$ cat config.mk
export PLATFORM = sky130hd
export DESIGN_NAME = float_mul_pipe
export DESIGN_NICKNAME = d
export VERILOG_FILES = /design/src/rtl/float_mul_pipe.sv
export SDC_FILE = /design/constraint.sdc
export NUM_CORES = 1
export LEC_CHECK = 0
export BUFFER_PORTS_ARGS = -buffer_cell sky130_fd_sc_hd__buf_4
export CORE_MARGIN = 3
export CORE_UTILIZATION = 40
export CTS_BUF_LIST = sky130_fd_sc_hd__clkbuf_8
export DETAILED_ROUTE_END_ITERATION = 6
export PLACE_DENSITY = 0.6
export SETUP_SLACK_MARGIN = 0.2
export SLEW_MARGIN = 20
export SYNTH_ARGS = -nofsm -noshare
export SYNTH_HDL_FRONTEND = slang
export SYNTH_SLANG_ARGS = --single-unit
$ cat constraint.sdc
create_clock -name clk -period 6.8 [get_ports clk]
set_input_delay 0 -clock clk [delete_from_list [all_inputs] [get_ports clk]]
set_output_delay 0 -clock clk [all_outputs]
set_load 0.01 [all_outputs]
$ cat src/rtl/float_mul_pipe.sv
// ---------------------------------------------------------------------------
// float_mul_pipe
//
// Three-stage pipelined floating-point multiplier for a parameterised
// IEEE-754-style format {sign, exponent, mantissa}. Subnormal inputs are
// flushed to signed zero and results that would be subnormal are flushed to
// signed zero with the underflow flag. Rounding is round-to-nearest,
// ties-to-even.
//
//   S1  decode operands and classify the special cases
//   S2  multiply significands, add exponents
//   S3  normalise, round, pack (this stage is the output register)
//
// Ports
//   clk        single clock, rising edge
//   rst        synchronous, active-high reset
//   in_valid   operand pair present
//   in_ready   pair accepted this cycle when in_valid is also high
//   float_a    operand A
//   float_b    operand B
//   out_valid  product present
//   out_ready  consumer accepts the product this cycle
//   product    result word, zero while out_valid is low
//   flags      {invalid, overflow, underflow}, zero while out_valid is low
// ---------------------------------------------------------------------------
module float_mul_pipe #(
    parameter int EXP_W = 5,
    parameter int MAN_W = 10
) (
    input  logic                   clk,
    input  logic                   rst,
    input  logic                   in_valid,
    output logic                   in_ready,
    input  logic [EXP_W+MAN_W:0]   float_a,
    input  logic [EXP_W+MAN_W:0]   float_b,
    output logic                   out_valid,
    input  logic                   out_ready,
    output logic [EXP_W+MAN_W:0]   product,
    output logic [2:0]             flags
);

    localparam int W   = 1 + EXP_W + MAN_W;
    localparam int SW  = MAN_W + 1;
    localparam int PW  = 2 * SW;
    localparam int EW2 = EXP_W + 2;

    localparam logic [EXP_W-1:0]       EXP_ONES = '1;
    localparam logic signed [EW2-1:0]  BIAS     = EW2'((2 ** (EXP_W - 1)) - 1);
    localparam logic signed [EW2-1:0]  EXP_MAX  = $signed({2'b00, EXP_ONES});
    localparam logic signed [EW2-1:0]  EXP_ZERO = '0;
    localparam logic [W-1:0]           QNAN     = {1'b0, EXP_ONES, 1'b1, {(MAN_W-1){1'b0}}};

    // Operand class carried down the pipe; anything other than CLS_NORMAL
    // bypasses the arithmetic result in S3.
    typedef enum logic [1:0] {
        CLS_NORMAL,
        CLS_ZERO,
        CLS_INF,
        CLS_NAN
    } cls_e;

    // -----------------------------------------------------------------------
    // Flow control: a single global enable. When the output word is held by
    // the consumer every stage freezes, otherwise everything (bubbles
    // included) moves forward one stage.
    // -----------------------------------------------------------------------
    logic stall;
    logic advance;

    assign stall    = out_valid && !out_ready;
    assign advance  = !stall;
    assign in_ready = !stall;

    // -----------------------------------------------------------------------
    // S1: field extraction and classification
    // -----------------------------------------------------------------------
    logic                sign_a;
    logic                sign_b;
    logic [EXP_W-1:0]    exp_a;
    logic [EXP_W-1:0]    exp_b;
    logic [MAN_W-1:0]    man_a;
    logic [MAN_W-1:0]    man_b;
    logic                a_zero;
    logic                b_zero;
    logic                a_inf;
    logic                b_inf;
    logic                a_nan;
    logic                b_nan;
    logic                a_snan;
    logic                b_snan;
    cls_e                cls_d;
    logic                invalid_d;

    assign sign_a = float_a[W-1];
    assign sign_b = float_b[W-1];
    assign exp_a  = float_a[W-2 -: EXP_W];
    assign exp_b  = float_b[W-2 -: EXP_W];
    assign man_a  = float_a[MAN_W-1:0];
    assign man_b  = float_b[MAN_W-1:0];

    // exp==0 covers both true zero and subnormals, which are flushed to zero.
    assign a_zero = (exp_a == '0);
    assign b_zero = (exp_b == '0);
    assign a_inf  = (exp_a == EXP_ONES) && (man_a == '0);
    assign b_inf  = (exp_b == EXP_ONES) && (man_b == '0);
    assign a_nan  = (exp_a == EXP_ONES) && (man_a != '0);
    assign b_nan  = (exp_b == EXP_ONES) && (man_b != '0);
    assign a_snan = a_nan && !man_a[MAN_W-1];
    assign b_snan = b_nan && !man_b[MAN_W-1];

    // NaN has priority over everything; inf x zero is the only invalid
    // operation that does not start from a NaN.
    always_comb begin
        cls_d     = CLS_NORMAL;
        invalid_d = 1'b0;
        if (a_nan || b_nan) begin
            cls_d     = CLS_NAN;
            invalid_d = a_snan || b_snan;
        end else if ((a_inf && b_zero) || (b_inf && a_zero)) begin
            cls_d     = CLS_NAN;
            invalid_d = 1'b1;
        end else if (a_inf || b_inf) begin
            cls_d = CLS_INF;
        end else if (a_zero || b_zero) begin
            cls_d = CLS_ZERO;
        end
    end

    logic                s1_valid;
    logic                s1_sign;
    cls_e                s1_cls;
    logic                s1_invalid;
    logic [EXP_W-1:0]    s1_exp_a;
    logic [EXP_W-1:0]    s1_exp_b;
    logic [SW-1:0]       s1_sig_a;
    logic [SW-1:0]       s1_sig_b;

    // S1 register: the hidden bit is attached here so S2 is a plain multiply.
    always_ff @(posedge clk) begin
        if (rst) begin
            s1_valid   <= 1'b0;
            s1_sign    <= 1'b0;
            s1_cls     <= CLS_ZERO;
            s1_invalid <= 1'b0;
            s1_exp_a   <= '0;
            s1_exp_b   <= '0;
            s1_sig_a   <= '0;
            s1_sig_b   <= '0;
        end else if (advance) begin
            s1_valid   <= in_valid;
            s1_sign    <= sign_a ^ sign_b;
            s1_cls     <= cls_d;
            s1_invalid <= invalid_d;
            s1_exp_a   <= exp_a;
            s1_exp_b   <= exp_b;
            s1_sig_a   <= {1'b1, man_a};
            s1_sig_b   <= {1'b1, man_b};
        end
    end

    // -----------------------------------------------------------------------
    // S2: significand product and biased exponent sum. The exponent is kept
    // two bits wider than the field and signed so that neither the overflow
    // side nor the negative underflow side can wrap.
    // -----------------------------------------------------------------------
    logic [PW-1:0]          mul_full;
    logic signed [EW2-1:0]  exp_sum;

    assign mul_full = PW'(s1_sig_a) * PW'(s1_sig_b);
    assign exp_sum  = $signed({2'b00, s1_exp_a}) + $signed({2'b00, s1_exp_b}) - BIAS;

    logic                   s2_valid;
    logic                   s2_sign;
    cls_e                   s2_cls;
    logic                   s2_invalid;
    logic signed [EW2-1:0]  s2_exp;
    logic [PW-1:0]          s2_prod;

    always_ff @(posedge clk) begin
        if (rst) begin
            s2_valid   <= 1'b0;
            s2_sign    <= 1'b0;
            s2_cls     <= CLS_ZERO;
            s2_invalid <= 1'b0;
            s2_exp     <= '0;
            s2_prod    <= '0;
        end else if (advance) begin
            s2_valid   <= s1_valid;
            s2_sign    <= s1_sign;
            s2_cls     <= s1_cls;
            s2_invalid <= s1_invalid;
            s2_exp     <= exp_sum;
            s2_prod    <= mul_full;
        end
    end

    // -----------------------------------------------------------------------
    // S3: normalise, round, pack
    //
    // The product of two significands in [1,2) lies in [1,4). When the top
    // bit is set the value is in [2,4): keep it and bump the exponent,
    // otherwise shift left by one. Either way the leading one then sits at
    // bit PW-1 and is dropped, leaving the fraction in norm_frac.
    // -----------------------------------------------------------------------
    logic [PW-2:0]          norm_frac;
    logic signed [EW2-1:0]  exp_norm;
    logic [MAN_W-1:0]       mant_trunc;
    logic                   guard;
    logic                   sticky;
    logic                   round_up;
    logic [MAN_W:0]         mant_sum;
    logic signed [EW2-1:0]  exp_rnd;
    logic [W-1:0]           pack_d;
    logic [2:0]             flags_d;

    assign norm_frac  = s2_prod[PW-1] ? s2_prod[PW-2:0] : {s2_prod[PW-3:0], 1'b0};
    assign exp_norm   = s2_exp + $signed({{(EW2-1){1'b0}}, s2_prod[PW-1]});
    assign mant_trunc = norm_frac[PW-2 -: MAN_W];
    assign guard      = norm_frac[PW-2-MAN_W];
    assign sticky     = |norm_frac[PW-3-MAN_W:0];

    // Ties go to the even mantissa; a carry out of the mantissa means the
    // value rounded up to the next power of two, so the fraction is zero.
    assign round_up   = guard && (sticky || mant_trunc[0]);
    assign mant_sum   = {1'b0, mant_trunc} + {{MAN_W{1'b0}}, round_up};
    assign exp_rnd    = exp_norm + $signed({{(EW2-1){1'b0}}, mant_sum[MAN_W]});

    always_comb begin
        pack_d  = '0;
        flags_d = 3'b000;
        case (s2_cls)
            CLS_NAN: begin
                pack_d  = QNAN;
                flags_d = {s2_invalid, 2'b00};
            end
            CLS_INF: begin
                pack_d = {s2_sign, EXP_ONES, {MAN_W{1'b0}}};
            end
            CLS_ZERO: begin
                pack_d = {s2_sign, {(W-1){1'b0}}};
            end
            default: begin
                if (exp_rnd >= EXP_MAX) begin
                    pack_d  = {s2_sign, EXP_ONES, {MAN_W{1'b0}}};
                    flags_d = 3'b010;
                end else if (exp_rnd <= EXP_ZERO) begin
                    pack_d  = {s2_sign, {(W-1){1'b0}}};
                    flags_d = 3'b001;
                end else begin
                    pack_d = {s2_sign, exp_rnd[EXP_W-1:0], mant_sum[MAN_W-1:0]};
                end
            end
        endcase
    end

    // Output register. Bubbles load zeros so product and flags read 0
    // whenever out_valid is low.
    always_ff @(posedge clk) begin
        if (rst) begin
            out_valid <= 1'b0;
            product   <= '0;
            flags     <= 3'b000;
        end else if (advance) begin
            out_valid <= s2_valid;
            product   <= s2_valid ? pack_d : '0;
            flags     <= s2_valid ? flags_d : 3'b000;
        end
    end

endmodule
### Yosys cells after proc, flatten, opt, wreduce, memory -nomap -nowiden

Index checks and enable logic that the tools add are counted.

* add/subtract/negate cells: 5
* multipliers: 1
* order comparisons: 2
* equal/unequal tests: 5
* mux-type cells: 15
* bitwise operators: 1
* reductions and logical operators: 28

Operators by type and width (count)
* 16-bit case mux with 3 select lines: 1
* 15-bit 2-to-1 mux: 2
* 11-bit by 11-bit multiplier with 22-bit output: 1
* 21-bit 2-to-1 mux: 1
* 10-bit zero test: 2
* 10-bit nonzero test: 2
* 16-bit 2-to-1 mux: 1
* 7-bit by 2-bit adder with 7-bit output: 2
* 10-bit by 1-bit adder with 11-bit output: 1
* 5-bit == test (second input constant): 2
* 1-bit logical AND: 10
* 5-bit zero test: 2
* 10-bit OR reduction: 1
* 2-bit 2-to-1 mux: 4
* 7-bit by 6-bit greater-or-equal comparator with 1-bit output (second input constant): 1
* 7-bit by 1-bit less-or-equal comparator with 1-bit output (second input constant): 1
* 6-bit by 4-bit subtractor with 7-bit output (second input constant): 1
* 5-bit by 5-bit adder with 6-bit output: 1
* 1-bit logical OR: 6
* 3-bit case mux with 2 select lines: 1
* 2-bit == test (second input constant): 2
* 1-bit zero test: 4
* 1-bit 2-to-1 mux: 4
* 3-bit 2-to-1 mux: 1
* 3 further kinds: 3

* bits in registers: 91
* bits of input ports: 36
* word-level logic and storage cells: 74

### Longest topological paths before layout

Gate-level depths: netlist (run 1).

* depth after elaboration: 11
* gate-level depth with buffers: 20
* depth with buffers taken out: 19

### Worst setup path after synthesis (run 1)

No wires, ideal clock.

* path kind: register -> register
* start point: register s1_sig_a[10]
* end point: register s2_prod[16]
* setup time: 0.117 ns
* data arrival time: 4.877 ns
* required time: 6.683 ns
* slack: 1.806 ns
* cell stages (with the launch flop): 18
* buffers on the path: 1
* period minus slack after synthesis: 4.994 ns
* path through: dfxtp_1 -> clkbuf_1 -> nand2_1 -> fa_1 -> fa_1 -> inv_1 -> fa_1 -> fa_1 -> inv_1 -> fa_1 -> inv_1 -> ha_1 -> nand3_1 -> o211ai_1 -> a221oi_1 -> o31ai_1 -> xor2_1 -> a22o_1

* word-level cells in the longest chain between the ends: 1

RTL lines
* start, declared: RTL line 135 `logic [SW-1:0] s1_sig_a;`
* start signal, assigned: RTL line 156 `s1_sig_a <= {1'b1, man_a};`
* 11-bit by 11-bit multiplier with 22-bit output: RTL line 169 `assign mul_full = PW'(s1_sig_a) * PW'(s1_sig_b);`
* end signal, assigned: RTL line 193 `s2_prod <= mul_full;`
* end, declared: RTL line 177 `logic [PW-1:0] s2_prod;`

No other way between the ends.
A chain may end at the register's enable or synchronous reset.

### Worst setup path in the final report (run 1)

Ends and elaborated chain as after synthesis.

==> impl_metrics.env, run 1 <==
export IMPL_rsz0062_at_grt="false"
export IMPL_tns_ns=0
export IMPL_vias=6722
export IMPL_critPathRequiredTime_ns=7.08
export IMPL_grt_pass1_wl_um=33500
export IMPL_cts_tree="yes"
export IMPL_period_minus_slack_ns=5.46
export IMPL_fin_nets=1239
export IMPL_start_util=0.414
export IMPL_peakVddDrop_mv=0.0847
export IMPL_slew_headroom=0.367
export IMPL_startpoint_type="flip-flop"
export IMPL_status="completed"
export IMPL_slew_viol_final=0
export IMPL_leakage_uw=0.00445
export IMPL_p_int_uw=945
export IMPL_synth_seq_area_share=0.219
export IMPL_swShare=0.377
export IMPL_async_flop_share=0
export IMPL_ios=57
export IMPL_syn_area_per_cell_sq_um=8.21
export IMPL_antenna_found_initial=0
export IMPL_grt_pass1_vias=6826
export IMPL_path_class="reg2reg"
export IMPL_grt_use_total=0.184
export IMPL_seqPwrFrac=0.421
export IMPL_nFillCells=1955
export IMPL_hold_path_class="in2reg"
export IMPL_cap_violations=0
export IMPL_core_sq_um=19800
export IMPL_regArea_sq_um=1800
export IMPL_drc=0
export IMPL_antenna_left=0
export IMPL_wl_per_cell_um=14.9
export IMPL_finClkSkew_ns=0.0140
export IMPL_r2r_start="s1_sig_a[10]"
export IMPL_synth_top_area_cell="dfxtp_1"
export IMPL_synth_area_top_cells="dfxtp_1, fa_1, ha_1, nand2_1, inv_1"
export IMPL_clkSinkCount=90
export IMPL_regToRegSetupSlack_ns=1.34
export IMPL_syn_nets=1191
export IMPL_drt_wl_total_um=19700
export IMPL_p_comb_frac=0.336
export IMPL_clk_pin_slew_ns=0.10
export IMPL_final_cells=1319
export IMPL_drtIter0Drc=431
export IMPL_grt_overflow_total=0
export IMPL_cts_root_buf="clkbuf_8"
export IMPL_p_switching_uw=571
export IMPL_synth_top_area_share=0.219
export IMPL_fmax_ghz=0.183
export IMPL_cp_end_kind="flip-flop"
export IMPL_h_tree_depth=3
export IMPL_rows=51
export IMPL_tightest_slew_ns=0.949
export IMPL_crit_arrival_ns=5.75
export IMPL_ys_flop_type="dfxtp_1"
export IMPL_fin_crit_sh=0.804
export IMPL_clk_latency_ns=0.39
export IMPL_ys_ff_latch=90
export IMPL_syn2layout_area_growth_pct=13.0
export IMPL_antenna_cells=0
export IMPL_hpwlAfterDp_um=14600
export IMPL_multi_input_area_sq_um=5720
export IMPL_post_cts_setup_buffers=0
export IMPL_first_pass_iters=5
export IMPL_r2r_cells=16
export IMPL_dp_cells=1270
export IMPL_synth_distinct_cells=70
export IMPL_cts_buffers_inserted=9
export IMPL_pwr_share_clk=0.244
export IMPL_drive_gt1_frac=0.0892
export IMPL_hold_viol=0
export IMPL_final_util=0.468
export IMPL_gp_congestion=0.851
export IMPL_finalSetupViolCount=0
export IMPL_syn_instance_count=1001
export IMPL_synth_area_sq_um=8220
export IMPL_cts_path_max_buffers=2
export IMPL_grt_max_degree=79
export IMPL_synth_warnings=0
export IMPL_dieArea_sq_um=22300
export IMPL_endpoint="s2_prod[16]"
export IMPL_cp_max_fo=22
export IMPL_viasPerCell=5.10
export IMPL_die_w_um=149
export IMPL_crit_start="s1_sig_a[10]"
export IMPL_fp_dieH_um=149
export IMPL_io_buffers=56
export IMPL_reg2reg_to="s2_prod[16]"
export IMPL_synth_edff_count=0
export IMPL_powerDensity_nw_per_um2=163
[cells in the final DEF, fill, tap and decap left out, types with 12 or more instances in the layout]
cell             n
inv_1          124
a21oi_1         81
buf_4           59
a21o_1          13
ha_1            72
nand2_1        189
dfxtp_1         90
nor2_1          51
dlygate4sd3_1   33
fa_1            82
and2_1          60
xnor2_1         18
o21ai_0         12
[sequential cells by signal (all words and copies together), names as in the netlist]
register and cells:
s1_sign 1, s2_exp 7, s2_sign 1, s1_exp_a 5, s2_valid 1, s1_sig_a 11, s1_valid 1, s1_cls 2
out_valid 1, s2_cls 2, s2_prod 22, flags 3, s1_exp_b 5, s1_invalid 1, s1_sig_b 10, s2_invalid 1
product 16
[worst max-delay path, stage by stage, from the launching register on]
cell,delay (ns)
dfxtp_1,0.81
nand2_1,0.18
fa_1,0.54
fa_1,0.55
inv_1,0.05
fa_1,0.45
fa_1,0.51
inv_1,0.05
fa_1,0.52
inv_1,0.04
ha_1,0.37
a21oi_1,0.21
o211ai_1,0.16
a221oi_1,0.43
o31ai_1,0.12
xor2_1,0.16
a22o_1,0.20
[repair_timing]
action / CTS / global route
resized for setup: 0 / 0
hold buffers: 33 / 0
hold endpoints to repair: 33 / 0
[layer usage]
metal | part of all wire | track usage | routed length [um] | up-vias
met5 | 0 | 0 | 0 | -
met4 | 0.013 | 0.0540 | 259 | 0
met3 | 0.030 | 0.0216 | 590 | 15
met2 | 0.48 | 0.305 | 9370 | 111
met1 | 0.48 | 0.254 | 9430 | 3239
li1 | - | - | - | 3357
[power groups by stage]
stage | Combinational [uW] | Clock, uW | Sequential [uW]
6_report | 509 | 369 | 638
3_3_place_gp | 487 | 0 | 649
4_1_cts | 512 | 385 | 638
5_1_grt | 584 | 402 | 648
3_5_place_dp | 492 | 0 | 650
2_1_floorplan | 400 | 0 | 608
[final cells by class]
cell class / count / area share
Multi-Input combinational cell: 731 / 0.616
Sequential cell: 90 / 0.194
Timing Repair Buffer: 92 / 0.0832
Inverter: 125 / 0.0505
Tap cell: 265 / 0.0357
Clock buffer: 10 / 0.0148
Clock inverter: 6 / 0.00593
[worst min-delay path by stage]
stage | startpoint | end | slack (ns) | cells past startpoint
floorplan | float_a[10] | s1_exp_a[0] | 0.14 | 2
global placement | float_a[6] | s1_sig_a[6] | 0.27 | 3
finish | rst | out_valid | 0.16 | 2
global route | rst | product[15] | 0.19 | 2
detailed placement | float_b[8] | s1_sig_b[8] | 0.27 | 3
CTS | rst | product[15] | 0.16 | 2
[synthesized netlist by cell type, types with 2 or more instances]
| master | n |
|---|---|
| nand2b_1 | 7 |
| xnor2_1 | 18 |
| a311oi_1 | 3 |
| o211ai_1 | 4 |
| fa_1 | 82 |
| a22o_1 | 9 |
| nand3_1 | 11 |
| and3_1 | 6 |
| a31oi_1 | 2 |
| o21bai_1 | 2 |
| inv_1 | 124 |
| a311o_1 | 2 |
| a211o_1 | 3 |
| o22ai_1 | 2 |
| o211a_1 | 2 |
| nor4_1 | 7 |
| a21o_1 | 13 |
| dfxtp_1 | 90 |
| and2_2 | 2 |
| a41o_1 | 2 |
| and2_1 | 60 |
| nand3b_1 | 3 |
| ha_1 | 72 |
| mux2i_1 | 4 |
| o21ai_0 | 12 |
| a32o_1 | 3 |
| a211oi_1 | 11 |
| nand4b_1 | 2 |
| a21o_2 | 2 |
| clkbuf_1 | 43 |
| a21oi_1 | 81 |
| nor2b_1 | 4 |
| xor2_1 | 6 |
| buf_1 | 7 |
| nand2_1 | 189 |
| o21a_1 | 4 |
| nand4_1 | 8 |
| and4_1 | 2 |
| nor2_1 | 51 |
| a22oi_1 | 2 |
| buf_4 | 2 |
| nor3_1 | 11 |
| or4_1 | 4 |
[stage by stage]
| step | instance area [sq um] | setup WS, ns | power (uW) | hold slack (ns) |
|---|---|---|---|---|
| after floorplan | 8220 | 1.81 | 1010 | 0.140 |
| after detailed placement | 8770 | 1.34 | 1140 | 0.269 |
| after global placement | 8770 | 1.46 | 1140 | 0.271 |
| final | 9290 | 1.34 | 1520 | 0.163 |
| after global routing | 9290 | 0.992 | 1630 | 0.193 |
| after CTS | 9290 | 1.35 | 1540 | 0.155 |
[logic make-up (layout without fill, tap and decap cells)]
family,after synthesis,after routing,share of synthesized area
AO/OA/AOI/OAI,171,171,0.137
AND/OR/NAND/NOR,377,377,0.217
buffers and inverters,180,233,0.0858
adder cells (fa/ha/maj),154,154,0.309
XOR/XNOR,24,24,0.0256
flip-flops,90,90,0.219
multiplexers,5,5,0.00624
No activity file was read; power rests on OpenSTA's default activity.
==> run 2, diff against run 1 <==
clock period = 5.29 ns   (was 6.8 ns; I/O delays follow)
==> run 2 against run 1 <==
Critical path depth is 1 higher. Wire length grew 3.5%. Register-to-register slack worse by 0.99 ns. Utilization up 2.0 points. Die area unchanged. Fmax grew 11%. Via count rose by 0.89%. Cell area grew 4.2%. Sequential cell count is the same. Worst setup slack got worse by 0.99 ns. Critical path type unchanged. Critical endpoint is now s2_prod[20]. Largest cell class unchanged.
==> impl_metrics.env, run 2 (synthesis results as in run 1) <==
export IMPL_viasPerCell=5.03
export IMPL_regArea_sq_um=1850
export IMPL_wl_per_cell_um=15.1
export IMPL_grt_pass1_wl_um=34200
export IMPL_final_util=0.488
export IMPL_die_w_um=149
export IMPL_final_common_cell="nand2_1"
export IMPL_grt_use_total=0.189
export IMPL_p_int_uw=1240
export IMPL_cts_root_buf="clkbuf_8"
export IMPL_fin_crit_sh=0.934
export IMPL_dpl_cell_area_sq_um=8920
export IMPL_ios=57
export IMPL_final_cell_mix="nand2_1, inv_1, buf_4"
export IMPL_grt_max_degree=76
export IMPL_rows=51
export IMPL_syn2layout_area_growth_pct=17.7
export IMPL_grt_pass1_vias=6893
export IMPL_drc=0
export IMPL_swShare=0.380
export IMPL_io_buffers=56
export IMPL_drtIter0Drc=410
export IMPL_cts_path_max_buffers=2
export IMPL_path_class="reg2reg"
export IMPL_h_tree_depth=3
export IMPL_fin_nets=1268
export IMPL_gp_congestion=0.873
export IMPL_max_stage_delay_ns=0.54
export IMPL_finalSetupViolCount=0
export IMPL_status="completed"
export IMPL_drive_gt1_frac=0.147
export IMPL_critPathRequiredTime_ns=5.57
export IMPL_dieArea_sq_um=22300
export IMPL_cts_tree="yes"
export IMPL_finClkSkew_ns=0.00865
export IMPL_largest_reg_flops=22
export IMPL_fin_area_sq_um=9680
export IMPL_p_switching_uw=757
export IMPL_core_sq_um=19800
export IMPL_clk_pin_slew_ns=0.10
export IMPL_peakVddDrop_mv=0.109
export IMPL_cts_buffers_inserted=9
export IMPL_leakage_uw=0.00461
export IMPL_regMostFlops="s2_prod"
export IMPL_slew_viol_final=0
export IMPL_critPathSlowestCell="fa_1"
export IMPL_powerDensity_nw_per_um2=206
export IMPL_nFillCells=1880
export IMPL_fmax_ghz=0.202
export IMPL_drt_wl_total_um=20300
export IMPL_cpMostUsedCell="fa_1"
export IMPL_hold_viol=0
export IMPL_tns_ns=0
export IMPL_rsz0062_at_grt="false"
export IMPL_clkSinkCount=90
export IMPL_startpoint_type="flip-flop"
export IMPL_p_comb_frac=0.373
export IMPL_start_util=0.414
export IMPL_reg_top3="s2_prod: 22 flops, product: 16 flops, s1_sig_a: 11 flops"
export IMPL_grt_overflow_total=0
export IMPL_power_uw=1990
export IMPL_antenna_found_initial=0
export IMPL_multi_input_area_sq_um=5850
export IMPL_cp_max_fo=6
export IMPL_tightest_slew_ns=0.792
export IMPL_fp_dieH_um=149
export IMPL_hpwlAfterDp_um=15400
export IMPL_crit_arrival_ns=5.22
export IMPL_cap_violations=0
export IMPL_cp_end_kind="flip-flop"
export IMPL_pwr_share_clk=0.221
export IMPL_clk_latency_ns=0.38
export IMPL_seqPwrFrac=0.405
export IMPL_antenna_cells=0
export IMPL_antenna_left=0
export IMPL_period_minus_slack_ns=4.94
export IMPL_path_cells="buf_4, nand2_1, fa_1, fa_1, inv_1, fa_1, fa_1, inv_1, fa_1, inv_1, ha_2, nand3_2, o211ai_1, buf_4, a22oi_1, and4b_1, o311a_1"
export IMPL_hold_path_class="in2reg"
export IMPL_first_pass_iters=5
export IMPL_vias=6782
export IMPL_slew_headroom=0.472
## run 2: changes by cell type in the layout (fill, tap and decap cells not counted), sizes merged
cell / before / now
clkbuf: 10 / 9
inv: 129 / 128
buf: 59 / 87
dlygate4sd3: 33 / 34
clkinv: 0 / 1
## run 2: final cells by class
class                           count  share of cell area
Timing Repair Buffer              121               0.104
Inverter                          125              0.0485
Tap cell                          265              0.0343
Clock buffer                        9              0.0128
Clock inverter                      6             0.00504
Multi-Input combinational cell    731               0.604
Sequential cell                    90               0.191
## run 2: metrics by stage
step	hold slack, ns	std cells	worst slack, ns
6_report	0.154	1347	0.347
5_1_grt	0.184	1347	0.172
4_1_cts	0.147	1340	0.200
3_5_place_dp	0.270	1290	-0.120
3_3_place_gp	0.268	1290	-0.0277
2_1_floorplan	0.140	1001	0.296
## run 2: power by group through the flow
stage	Sequential, uW	Clock, uW	Combinational (uW)
finish	808	442	744
global placement	825	0	657
global route	817	482	847
detailed placement	826	0	663
floorplan	782	0	514
CTS	811	460	692
## run 2: final timing paths
| check | start | endpoint | slack, ns | cells after the start |
|---|---|---|---|---|
| max | s1_sig_b[5] | s2_prod[20] | 0.35 | 17 |
| min | rst | product[15] | 0.15 | 2 |
| min reg2reg | s2_prod[0] | s2_prod[0] | 0.45 | 2 |
| max reg2reg | s1_sig_b[5] | s2_prod[20] | 0.35 | 17 |
## run 2: per-layer routing
metal,part of all wire,global-route usage,vias to the layer above
met3,0.026,0.0219,29
met4,0.021,0.0641,0
li1,-,-,3421
met2,0.47,0.308,117
met1,0.49,0.262,3215
met5,0,0,-
## run 2: timing repair
action	in CTS	in global routing
hold endpoints to repair	44	0
pin swaps	4	8
hold buffers	34	0
resized for setup	13	44
endpoints found under the setup margin	9	12
setup buffers	1	7
gates cloned	0	0
## run 2: worst max-delay path: cells and delay by family (launching register included)
kind	cells	cell delay, ns
AOI/OAI and AO/OA	3	0.64
DFF	1	0.37
and+or+nand+nor	3	0.44
adders and majority gates	6	2.94
buffers and inverters	5	0.45
==> run 3, diff against run 2 <==
CORE_ASPECT_RATIO = 1.4   (was unset)
==> run 3 against run 2 <==
Combinational power grew 3.6%. Highest routed layer unchanged. Cell area rose by 0.21%. First-iteration DRC count is 3.7% lower. Critical path depth increased by 1.
==> impl_metrics.env, run 3 (synthesis results as in run 1) <==
export IMPL_status="completed"
export IMPL_fp_dieH_um=176
export IMPL_hold_end="s1_sig_a[6]"
export IMPL_reg2reg_to="s2_prod[18]"
export IMPL_powerDensity_nw_per_um2=211
export IMPL_cp_end_kind="flip-flop"
export IMPL_gp_congestion=0.872
export IMPL_clkSinkCount=90
export IMPL_drive_gt1_frac=0.151
export IMPL_grt_pass1_vias=7184
export IMPL_dieArea_sq_um=22300
export IMPL_wl_met3_um=616
export IMPL_finClkSkew_ns=0.0174
export IMPL_cts_buffers_inserted=9
export IMPL_cts_path_max_buffers=2
export IMPL_hpwlAfterDp_um=15800
export IMPL_tightest_slew_ns=0.813
export IMPL_regMostFlops="s2_prod"
export IMPL_grt_overflow_total=0
export IMPL_clk_pin_slew_ns=0.11
export IMPL_viasPerCell=5.21
export IMPL_reg_top3="s2_prod: 22 flops, product: 16 flops, s1_sig_a: 11 flops"
export IMPL_worstHoldStart="out_ready"
export IMPL_path_class="reg2reg"
export IMPL_p_switching_uw=782
export IMPL_largest_reg_flops=22
export IMPL_pwr_share_clk=0.229
export IMPL_io_buffers=56
export IMPL_period_minus_slack_ns=4.91
export IMPL_cts_tree="yes"
export IMPL_p_int_uw=1260
export IMPL_r2r_cells=18
export IMPL_startpoint_type="flip-flop"
export IMPL_leakage_uw=0.00462
export IMPL_die_w_um=127
export IMPL_ios=57
export IMPL_dr_wl_met2_um=10900
export IMPL_final_cell_mix="nand2_1, inv_1, buf_4"
export IMPL_core_sq_um=20000
export IMPL_swShare=0.382
export IMPL_regToRegSetupSlack_ns=0.38
export IMPL_regArea_sq_um=1860
export IMPL_start_util=0.411
export IMPL_p_comb_frac=0.377
export IMPL_h_tree_depth=3
export IMPL_drt_wl_total_um=21200
export IMPL_whs_path_depth=4
export IMPL_multi_input_area_sq_um=5870
export IMPL_drtIter0Drc=395
export IMPL_rows=61
export IMPL_clk_latency_ns=0.38
export IMPL_vias=6954
export IMPL_critPathRequiredTime_ns=5.57
export IMPL_fin_crit_sh=0.927
export IMPL_syn2layout_area_growth_pct=18.0
export IMPL_power_uw=2050
export IMPL_final_common_cell="nand2_1"
export IMPL_antenna_cells=0
export IMPL_seqPwrFrac=0.394
export IMPL_grt_use_total=0.199
export IMPL_peakVddDrop_mv=0.140
export IMPL_hold_path_class="in2reg"
export IMPL_slew_viol_final=0
export IMPL_fmax_ghz=0.204
export IMPL_slew_headroom=0.458
export IMPL_drt_met1_wl_um=9110
export IMPL_hold_viol=0
export IMPL_cp_max_fo=16
export IMPL_cap_violations=0
export IMPL_r2r_start="s1_sig_a[10]"
export IMPL_top_layer="met4"
export IMPL_wl_per_cell_um=15.9
export IMPL_finalSetupViolCount=0
export IMPL_drc=0
export IMPL_cts_root_buf="clkbuf_8"
export IMPL_fin_nets=1269
export IMPL_grt_max_degree=76
export IMPL_nFillCells=1925
export IMPL_rsz0062_at_grt="true"
export IMPL_first_pass_iters=5
export IMPL_antenna_found_initial=0
export IMPL_tns_ns=0
export IMPL_crit_arrival_ns=5.19
export IMPL_antenna_left=0
export IMPL_grt_pass1_wl_um=36000
[run 3: cell count changes in the layout (fill, tap and decap cells not counted), sizes merged]
cell / before / now
inv: 128 / 127
dlygate4sd3: 34 / 33
clkinvlp: 2 / 1
clkinv: 1 / 3
clkbuf: 9 / 10
buf: 87 / 89
[run 3: worst max-delay path, cell delays in order (launching register included)]
cell,delay [ns]
dfxtp_4,0.38
buf_6,0.16
and2_1,0.18
fa_1,0.54
inv_1,0.05
fa_1,0.52
inv_1,0.06
fa_1,0.54
inv_1,0.06
fa_1,0.54
inv_1,0.05
ha_1,0.28
ha_1,0.30
and3_4,0.20
nand2_2,0.09
or3_1,0.40
a211oi_2,0.18
mux2i_1,0.20
nand2_1,0.08
[run 3: per-layer routing]
metal | up-vias | track usage
met5 | - | 0
met4 | 0 | 0.0662
met3 | 39 | 0.0280
met2 | 138 | 0.349
met1 | 3363 | 0.252
li1 | 3414 | -
[run 3: cell type report]
type | instances | area share
Multi-Input combinational cell | 731 | 0.605
Tap cell | 252 | 0.0325
Inverter | 125 | 0.0484
Clock buffer | 10 | 0.0142
Clock inverter | 6 | 0.00490
Sequential cell | 90 | 0.191
Timing Repair Buffer | 122 | 0.103
[run 3: per-stage QoR]
step	instance area [sq um]	utilization	setup slack, ns	hold WS [ns]	cells
after floorplan	8220	-	0.296	0.140	1001
after global placement	8930	0.447	0.182	0.270	1281
after detailed placement	8930	0.447	0.153	0.273	1281
after CTS	9460	0.473	0.193	0.0000680	1330
after global routing	9700	0.485	0.171	0.0233	1336
final	9700	0.485	0.384	0.0285	1336
[run 3: repair_timing]
action	CTS	global route
setup endpoints to repair	7	10
hold buffers	33	0
hold endpoints to repair	33	0
resized for setup	6	53
setup buffers	0	5
pin swaps	0	14
cloned	0	1
[run 3: how the worst max path moves through the flow]
| stage | startpoint | end |
|---|---|---|
| floorplan | s1_sig_a[10] | s2_prod[16] |
| global placement | s1_sig_a[10] | s2_prod[18] |
| detailed placement | s1_sig_a[4] | s2_prod[16] |
| CTS | s1_sig_b[6] | s2_prod[16] |
| global route | s1_sig_b[3] | s2_prod[19] |
| finish | s1_sig_a[10] | s2_prod[18] |
[run 3: power by group through the flow]
stage	Combinational [uW]	Clock (uW)	Sequential [uW]
6_report	771	469	806
5_1_grt	884	510	815
4_1_cts	707	486	806
3_5_place_dp	677	0	820
3_3_place_gp	677	0	821
2_1_floorplan	514	0	782
